===== src/rtl/mult_div_unit.sv =====
// Iterative radix-2 multiply/divide unit producing HI/LO for the mfhi/mflo path.
// Optional macro MDU_EARLY_EXIT_EN: multiplies stop once the remaining multiplier bits are zero.
module mult_div_unit #(
  parameter int WIDTH = 32,
  parameter int CNT_W = $clog2(WIDTH + 1)
) (
  input  logic             clk,
  input  logic             reset,
  input  logic             start,
  input  logic [1:0]       op,
  input  logic [WIDTH-1:0] a,
  input  logic [WIDTH-1:0] b,
  output logic             busy,
  output logic             done,
  output logic             div_zero,
  output logic [WIDTH-1:0] hi,
  output logic [WIDTH-1:0] lo
);

  typedef enum logic [1:0] {S_IDLE, S_LOAD, S_ITER, S_FIX} state_t;

  state_t             state_q, state_d;
  logic [1:0]         op_q, op_d;
  logic [WIDTH-1:0]   a_q, a_d, b_q, b_d;
  logic               neg_a_q, neg_a_d, neg_b_q, neg_b_d;
  logic [WIDTH-1:0]   mag_q, mag_d;
  logic [WIDTH-1:0]   mplier_q, mplier_d;
  logic [2*WIDTH-1:0] acc_q, acc_d;
  logic [CNT_W-1:0]   cnt_q, cnt_d;
  logic [WIDTH-1:0]   hi_q, hi_d, lo_q, lo_d;
  logic               done_q, done_d, dz_q, dz_d;

  logic               signed_op, a_sgn, b_sgn, iter_step;
  logic [WIDTH-1:0]   a_mag, b_mag;
  logic [WIDTH:0]     add_sum, shifted, trial;
  logic [2*WIDTH-1:0] prod_raw, prod_fix;
  logic [WIDTH-1:0]   quo_fix, rem_fix;

  assign signed_op = ~op_q[0];
  assign a_sgn     = signed_op & a_q[WIDTH-1];
  assign b_sgn     = signed_op & b_q[WIDTH-1];
  assign a_mag     = a_sgn ? (~a_q) + WIDTH'(1) : a_q;
  assign b_mag     = b_sgn ? (~b_q) + WIDTH'(1) : b_q;

  // Multiply: add into the upper half, then shift the whole accumulator right.
  assign add_sum = {1'b0, acc_q[2*WIDTH-1:WIDTH]} + (mplier_q[0] ? {1'b0, mag_q} : '0);
  // Divide: upper half is the partial remainder, lower half the dividend/quotient.
  assign shifted = acc_q[2*WIDTH-1:WIDTH-1];
  assign trial   = shifted - {1'b0, mag_q};

`ifdef MDU_EARLY_EXIT_EN
  assign prod_raw = acc_q >> cnt_q;
`else
  assign prod_raw = acc_q;
`endif

  assign prod_fix = (neg_a_q ^ neg_b_q) ? (~prod_raw) + (2*WIDTH)'(1) : prod_raw;
  assign quo_fix  = (neg_a_q ^ neg_b_q) ? (~acc_q[WIDTH-1:0]) + WIDTH'(1) : acc_q[WIDTH-1:0];
  assign rem_fix  = neg_a_q ? (~acc_q[2*WIDTH-1:WIDTH]) + WIDTH'(1) : acc_q[2*WIDTH-1:WIDTH];

  always_comb begin
    state_d   = state_q;
    op_d      = op_q;
    a_d       = a_q;
    b_d       = b_q;
    neg_a_d   = neg_a_q;
    neg_b_d   = neg_b_q;
    mag_d     = mag_q;
    mplier_d  = mplier_q;
    acc_d     = acc_q;
    cnt_d     = cnt_q;
    hi_d      = hi_q;
    lo_d      = lo_q;
    done_d    = 1'b0;
    dz_d      = 1'b0;
    iter_step = 1'b0;

    case (state_q)
      S_IDLE: begin
        if (start) begin
          op_d    = op;
          a_d     = a;
          b_d     = b;
          state_d = S_LOAD;
        end
      end
      S_LOAD: begin
        if (op_q[1] && (b_q == '0)) begin
          done_d  = 1'b1;
          dz_d    = 1'b1;
          state_d = S_IDLE;
        end else begin
          neg_a_d = a_sgn;
          neg_b_d = b_sgn;
          cnt_d   = CNT_W'(WIDTH);
          if (op_q[1]) begin
            acc_d = {{WIDTH{1'b0}}, a_mag};
            mag_d = b_mag;
          end else begin
            acc_d    = '0;
            mag_d    = a_mag;
            mplier_d = b_mag;
          end
          state_d = S_ITER;
        end
      end
      S_ITER: begin
`ifdef MDU_EARLY_EXIT_EN
        // Multiplies exit on the edge after the multiplier is exhausted; FIX realigns.
        if (!op_q[1] && (mplier_q == '0) && (cnt_q != CNT_W'(WIDTH))) begin
          state_d = S_FIX;
        end else begin
          iter_step = 1'b1;
          if (op_q[1] && (cnt_q == CNT_W'(1))) state_d = S_FIX;
        end
`else
        iter_step = 1'b1;
        if (cnt_q == CNT_W'(1)) state_d = S_FIX;
`endif
      end
      S_FIX: begin
        if (op_q[1]) begin
          hi_d = rem_fix;
          lo_d = quo_fix;
        end else begin
          {hi_d, lo_d} = prod_fix;
        end
        done_d  = 1'b1;
        state_d = S_IDLE;
      end
      default: state_d = S_IDLE;
    endcase

    if (iter_step) begin
      cnt_d = cnt_q - CNT_W'(1);
      if (op_q[1]) begin
        if (!trial[WIDTH]) acc_d = {trial[WIDTH-1:0], acc_q[WIDTH-2:0], 1'b1};
        else               acc_d = {shifted[WIDTH-1:0], acc_q[WIDTH-2:0], 1'b0};
      end else begin
        acc_d    = {add_sum, acc_q[WIDTH-1:1]};
        mplier_d = mplier_q >> 1;
      end
    end
  end

  always_ff @(posedge clk) begin
    if (reset) begin
      state_q  <= S_IDLE;
      op_q     <= '0;
      a_q      <= '0;
      b_q      <= '0;
      neg_a_q  <= 1'b0;
      neg_b_q  <= 1'b0;
      mag_q    <= '0;
      mplier_q <= '0;
      acc_q    <= '0;
      cnt_q    <= '0;
      hi_q     <= '0;
      lo_q     <= '0;
      done_q   <= 1'b0;
      dz_q     <= 1'b0;
    end else begin
      state_q  <= state_d;
      op_q     <= op_d;
      a_q      <= a_d;
      b_q      <= b_d;
      neg_a_q  <= neg_a_d;
      neg_b_q  <= neg_b_d;
      mag_q    <= mag_d;
      mplier_q <= mplier_d;
      acc_q    <= acc_d;
      cnt_q    <= cnt_d;
      hi_q     <= hi_d;
      lo_q     <= lo_d;
      done_q   <= done_d;
      dz_q     <= dz_d;
    end
  end

  assign busy     = (state_q != S_IDLE);
  assign done     = done_q;
  assign div_zero = dz_q;
  assign hi       = hi_q;
  assign lo       = lo_q;

endmodule


===== config.mk =====
export PLATFORM = sky130hd
export DESIGN_NAME = mult_div_unit
export DESIGN_NICKNAME = d
export VERILOG_FILES = /design/src/rtl/mult_div_unit.sv
export SDC_FILE = /design/constraint.sdc
export NUM_CORES = 1
export LEC_CHECK = 0
export ABC_AREA = 1
export CORE_MARGIN = 2
export CORE_UTILIZATION = 25
export CTS_BUF_LIST = sky130_fd_sc_hd__clkbuf_4 sky130_fd_sc_hd__clkbuf_8 sky130_fd_sc_hd__clkbuf_16
export CTS_CLUSTER_DIAMETER = 50
export DETAILED_ROUTE_END_ITERATION = 8
export DONT_BUFFER_PORTS = 1
export GPL_ROUTABILITY_DRIVEN = 1
export GPL_TIMING_DRIVEN = 0
export SLEW_MARGIN = 30
export SYNTH_ARGS = -nofsm -noshare
export SYNTH_HDL_FRONTEND = slang
export SYNTH_SLANG_ARGS = --single-unit

===== constraint.sdc =====
create_clock -name clk -period 2.25 [get_ports clk]
set_clock_uncertainty 0.05 [all_clocks]
set_input_delay 0.45 -clock clk [delete_from_list [all_inputs] [get_ports clk]]
set_output_delay 0.45 -clock clk [all_outputs]
set_load 0.05 [all_outputs]

-- Yosys cells after proc, flatten, opt, wreduce, memory -nomap -nowiden
Index checks and enable logic that the tools add are counted.
- register bits: 270
- memories kept: 0
- memory bits (read-only): 0
- RAM bits: 0
- output and inout port bits: 67
- bits of input ports: 69
- bits in latches: 0
- word-level logic and storage cells: 80
- divide/modulo/power cells: 0
- magnitude comparators: 0
- bitwise operators: 11
- multiply operators: 0
- reduce and logical (&&, ||, !) cells: 10
- shift-type cells: 0
- $add $sub $neg: 8
- eq/ne operators: 7
- multiplexer cells: 30
- operators by type and width (operator ; number):
    $mux W32 ; 14
    $mux W64 ; 6
    $add A32 B1 Y32 const B ; 4
    $not A32 Y32 ; 4
    $add A64 B1 Y64 const B ; 1
    $not A64 Y64 ; 1
    $add A32 B32 Y33 ; 1
    $sub A33 B32 Y33 ; 1
    $logic_not A32 Y1 ; 1
    $mux W6 ; 3
    $pmux W2 S4 ; 1
    $reduce_and A2 Y1 ; 4
    $eq A6 B1 Y1 const B ; 1
    $mux W2 ; 3
    $ne A2 B2 Y1 const B ; 3
    $sub A6 B1 Y6 const B ; 1
    $eq A2 B2 Y1 const B ; 2
    $reduce_bool A2 Y1 ; 2
    $not A1 Y1 ; 3
    $and A1 B1 Y1 ; 2
    $eq A2 B1 Y1 const B ; 1
    $logic_not A2 Y1 ; 1
    $mux W1 ; 2
    $pmux W1 S2 ; 1
    3 further kinds ; 3

-- Depth between registers and ports, before layout
- depth in word-level cells: 8
- depth in mapped cells: 20
- gate-level depth less buffers: 19

-- Worst setup path after synthesis
No wires, ideal clock.
- kind: register to register
- from: register acc_q[31]
- to: register acc_q[56]
- stages on the path, launching flop included: 19
- data required time: 2.068 ns
- buffers on the path: 1
- library setup time: 0.132 ns
- period minus slack after synthesis: 2.329 ns
- arrival: 2.147 ns
- setup slack: -0.079 ns
- path through: dfxtp_1 inv_1 ha_1 fa_1 inv_1 nand2_1 nand2_1 nand3_1 nand2_2 nand2_2 nand2_4 nand2_4 nand3_1 nand2_4 buf_4 nand2_1 nand3_1 nand2_1 a21oi_1
- longest elaborated chain between the ends: 4
- RTL lines (element ; line ; text):
    start, declared ; 28 ; logic [2*WIDTH-1:0] acc_q, acc_d;
    start signal, assigned ; 156 ; acc_q <= '0;
    start signal, assigned ; 171 ; acc_q <= acc_d;
    $sub A33 B32 Y33 ; 49 ; assign trial = shifted - {1'b0, mag_q};
    $mux W64 ; 137 ; if (!trial[WIDTH]) acc_d = {trial[WIDTH-1:0], acc_q[WIDTH-2:0], 1'b1};
    $mux W64 ; 136 ; if (op_q[1]) begin
    $mux W64 ; 134 ; if (iter_step) begin
No other way between the ends.
A chain may end at the register's enable or synchronous reset.

-- Worst setup path in the final report
- from: register mplier_q[0]
- to: register acc_q[59]
- longest elaborated chain between the ends: 4
- RTL lines (element ; line ; text):
    start, declared ; 27 ; logic [WIDTH-1:0] mplier_q, mplier_d;
    start signal, assigned ; 170 ; mplier_q <= mplier_d;
    $mux W32 ; 46 ; assign add_sum = {1'b0, acc_q[2*WIDTH-1:WIDTH]} + (mplier_q[0] ? {1'b0, mag_q} : '0);
    $add A32 B32 Y33 ; 46 ;
    $mux W64 ; 136 ;
    $mux W64 ; 134 ;
No other way between the ends.

==> results_dict.tcl <==
set metrics [dict create \
    status "finished with violations" \
    violations "setup timing" \
    fin_util_pct 32.49 \
    synth_nets 3546 \
    crit_path_end_kind "register" \
    antenna_found_initial 4 \
    hold_path_class "input port to register" \
    cts.sinks 270 \
    holdPathStages 2 \
    final_cell_mix "nand2_1 (738), inv_1 (400), nor2_1 (287)" \
    holdPathEnd "a_q[3]$_SDFFE_PP0P_" \
    rsz0062_at_grt "true" \
    wl_um 95460 \
    power_density_nw_per_um2 1360 \
    dp.final_hpwl_um 75100 \
    synth_edf_count 0 \
    ctsLongestPathBuffers 3 \
    clkPwrFrac_pct 17.4 \
    root_buffer "clkbuf_16" \
    whs_ns 0.03258 \
    start_kind "register" \
    placed_cell_area_um2 21860 \
    clk_latency_ns 0.57 \
    tightest_slew_ns 0.9917 \
    finish.instance_area_um2 26500 \
    reg2reg_depth 17 \
    ant_nets 0 \
    ir_drop_v 0.0008417 \
    num_vias 23860 \
    startpoint "mplier_q[0]$_SDFF_PP0_" \
    path_class "register to register" \
    synth_area_leader_cell "dfxtp_1" \
    ys_warn_count 0 \
    grt.overflow.total 0 \
    grt_first_pass_wirelength_um 139700 \
    r2r-start "mplier_q[0]$_SDFF_PP0_" \
    busiest_layer "met2" \
    gr-usage-met3_pct 3.831 \
    htree_levels 2 \
    synth_cell_types 56 \
    globalRouteTotalUtil_pct 21.60 \
    cts_tree "built" \
    maxCapViolations 0 \
    die_y_um 290.3 \
    hold_viol_final 0 \
    cts_buffers 39 \
    ios 136 \
    drt_iter0_drc 2408 \
    required_ns 2.68 \
    use_met2_pct 33.55 \
    setup_viol 33 \
    grt_pass1_vias 22030 \
    ys_top_cells_by_area "dfxtp_1 (26%), nand2_1 (15%), inv_1 (7.9%), a21oi_1 (7.6%), o21ai_0 (6.7%)" \
    synth_seq_cells 270 \
    intPower_mw 16.89 \
    ys_async_sr_fraction_pct 0 \
    dr.pass1.iters 6 \
    via_per_inst 5.155 \
    gp_congestion 0.9956 \
    drive_above_1_share_pct 21.34 \
    core_area_um2 81580 \
    pwr-share-seq_pct 23.3 \
    rr_endpoint "acc_q[59]$_SDFFE_PP0P_" \
    power_switching_share_pct 53.15 \
    row_count 105 \
    syn_area_um2 20500 \
    ys_seq_area_share_pct 26.37 \
    finalCritPeriodShare_pct 116.6 \
    met1_usage_pct 28.77 \
    drc_errors 0 \
    routedWlPerCell_um 20.63 \
    path_clk_slew_ns 0.07 \
    maxSlewViolCount 0 \
    worstPathMaxFanout 6 \
    p_leak_nw 11.41 \
    finalWorstSetupSlack_ns -0.3729 \
    avgSynthCellArea_um2 6.029 \
    portBuffers 0 \
    slew_headroom_pct 33.88 \
    layout.nets 3675 \
    regToRegSetupSlack_ns -0.37 \
    die_x_um 290.3 \
    synthFlopType "dfxtp_1" \
    synth_top_area_share_pct 26.37 \
    fp.dieArea_um2 84290 \
    power_switching_mw 19.16 \
    p_comb_share_pct 59.2 \
    mostFrequentLayoutCell "nand2_1" \
    post-place-ws_ns -0.9785 \
    arrival_ns 3.05 \
    initial_utilization_pct 25.12 \
    syn_inst 3400 \
    area_growth_pct 29.30 \
    fmax_mhz 381.3 \
    hold_start "a[3]" \
    grt_start_max_net_pins 13 \
    fin_crit_ns 2.623 \
]
==> metrics by stage <==
| step | instances | power [mW] | TNS (ns) |
|---|---|---|---|
| 3_5_place_dp | 4470 | 26.11 | -68.81 |
| 2_1_floorplan | 3400 | 20.05 | 0 |
| 5_1_grt | 4627 | 38.14 | -12.78 |
| 3_3_place_gp | 4470 | 26.09 | -69.10 |
| 6_report | 4628 | 36.05 | -8.922 |
| 4_1_cts | 4595 | 34.23 | -8.682 |
==> layout make-up <==
| type | count | area [um^2] |
|---|---|---|
| fill | 8945 | 55080 |
| multi-input combinational | 2532 | 14960 |
| sequential | 270 | 5515 |
| inverter | 444 | 1710 |
| tap | 1070 | 1339 |
| clock buffer | 51 | 1104 |
| buffer | 153 | 889.6 |
| timing repair buffer | 89 | 773.2 |
| clock inverter | 18 | 209.0 |
| antenna | 1 | 2.502 |
==> flip-flops by register name, summed over array words and instances (netlist names), named ones only <==
name and flops:
mplier_q 32, neg_a_q 1, neg_b_q 1, b_q 32, acc_q 64, done 1
op_q 2, hi 32, state_q 1, a_q 32, lo 32, cnt_q 6
div_zero 1, mag_q 32
==> worst max-delay path by stage <==
stage | endpoint | slack [ns] | cells after the start
6_report | acc_q[59]$_SDFFE_PP0P_ | -0.37 | 17
5_1_grt | acc_q[41]$_SDFFE_PP0P_ | -0.43 | 16
4_1_cts | acc_q[59]$_SDFFE_PP0P_ | -0.30 | 18
3_3_place_gp | acc_q[57]$_SDFFE_PP0P_ | -0.98 | 16
3_5_place_dp | acc_q[57]$_SDFFE_PP0P_ | -0.98 | 16
2_1_floorplan | acc_q[38]$_SDFFE_PP0P_ | 0.03 | 19
==> synthesized netlist by cell type (all sizes together), types with 8 or more instances <==
library cell  number
nor3              48
o21bai             8
clkbuf           114
a31oi             30
nand3            247
inv              441
a22oi             18
or2               16
nand3b            10
nor2             361
buf               41
o22ai             14
nor4              11
dfxtp            270
o21ai            301
a21oi            315
xor2             105
xnor2             13
ha                75
nand2            859
o211ai            23
nand4             34
==> layer usage <==
layer	up-vias	routed length (um)	part of all wire (%)
li1	11360	-	-
met1	11140	39800	42
met2	1122	41380	43
met3	234	8834	9.3
met4	2	5425	5.7
met5	-	13	0.014
==> power by group through the flow <==
stage	Combinational (mW)	Clock, mW	Sequential, mW
2_1_floorplan	12.4	0	7.61
3_3_place_gp	17.8	0	8.26
3_5_place_dp	17.8	0	8.28
4_1_cts	19.6	6.34	8.26
5_1_grt	23.1	6.53	8.52
6_report	21.4	6.28	8.41
==> cells by family (layout without fill, tap and decap cells) <==
kind of cell,count (synthesis),in the layout,share of synthesized area [%]
and+or+nand+nor,1594,1595,32.75
AOI/OAI and AO/OA,742,742,19.67
buffers and inverters,599,755,11.40
DFF,270,270,26.37
xor gates and xnor gates,118,118,5.042
adders and majority gates,77,77,4.774
other,0,1,0
==> critical path, cell delays in order (launching register included) <==
cell	delay [ns]
dfxtp_2	0.34
clkbuf_16	0.17
nand2_4	0.06
inv_4	0.05
ha_4	0.17
inv_4	0.05
fa_2	0.43
o21ai_4	0.21
nand2_2	0.09
nand2_4	0.11
nand2_4	0.06
nand2_4	0.09
nand3_4	0.08
a21oi_2	0.19
nor2_4	0.07
nor2_1	0.09
nand2_1	0.10
a21oi_2	0.11
==> what timing repair did <==
item                                    CTS  global route
setup buffers                            49            33
endpoints found under the setup margin  253           213
pin swaps                                75            82
hold buffers                              3             0
gates cloned                              5             2
hold endpoints to repair                  3             0
gates resized for setup                 436           306
Power figures use the tool's default switching activity.
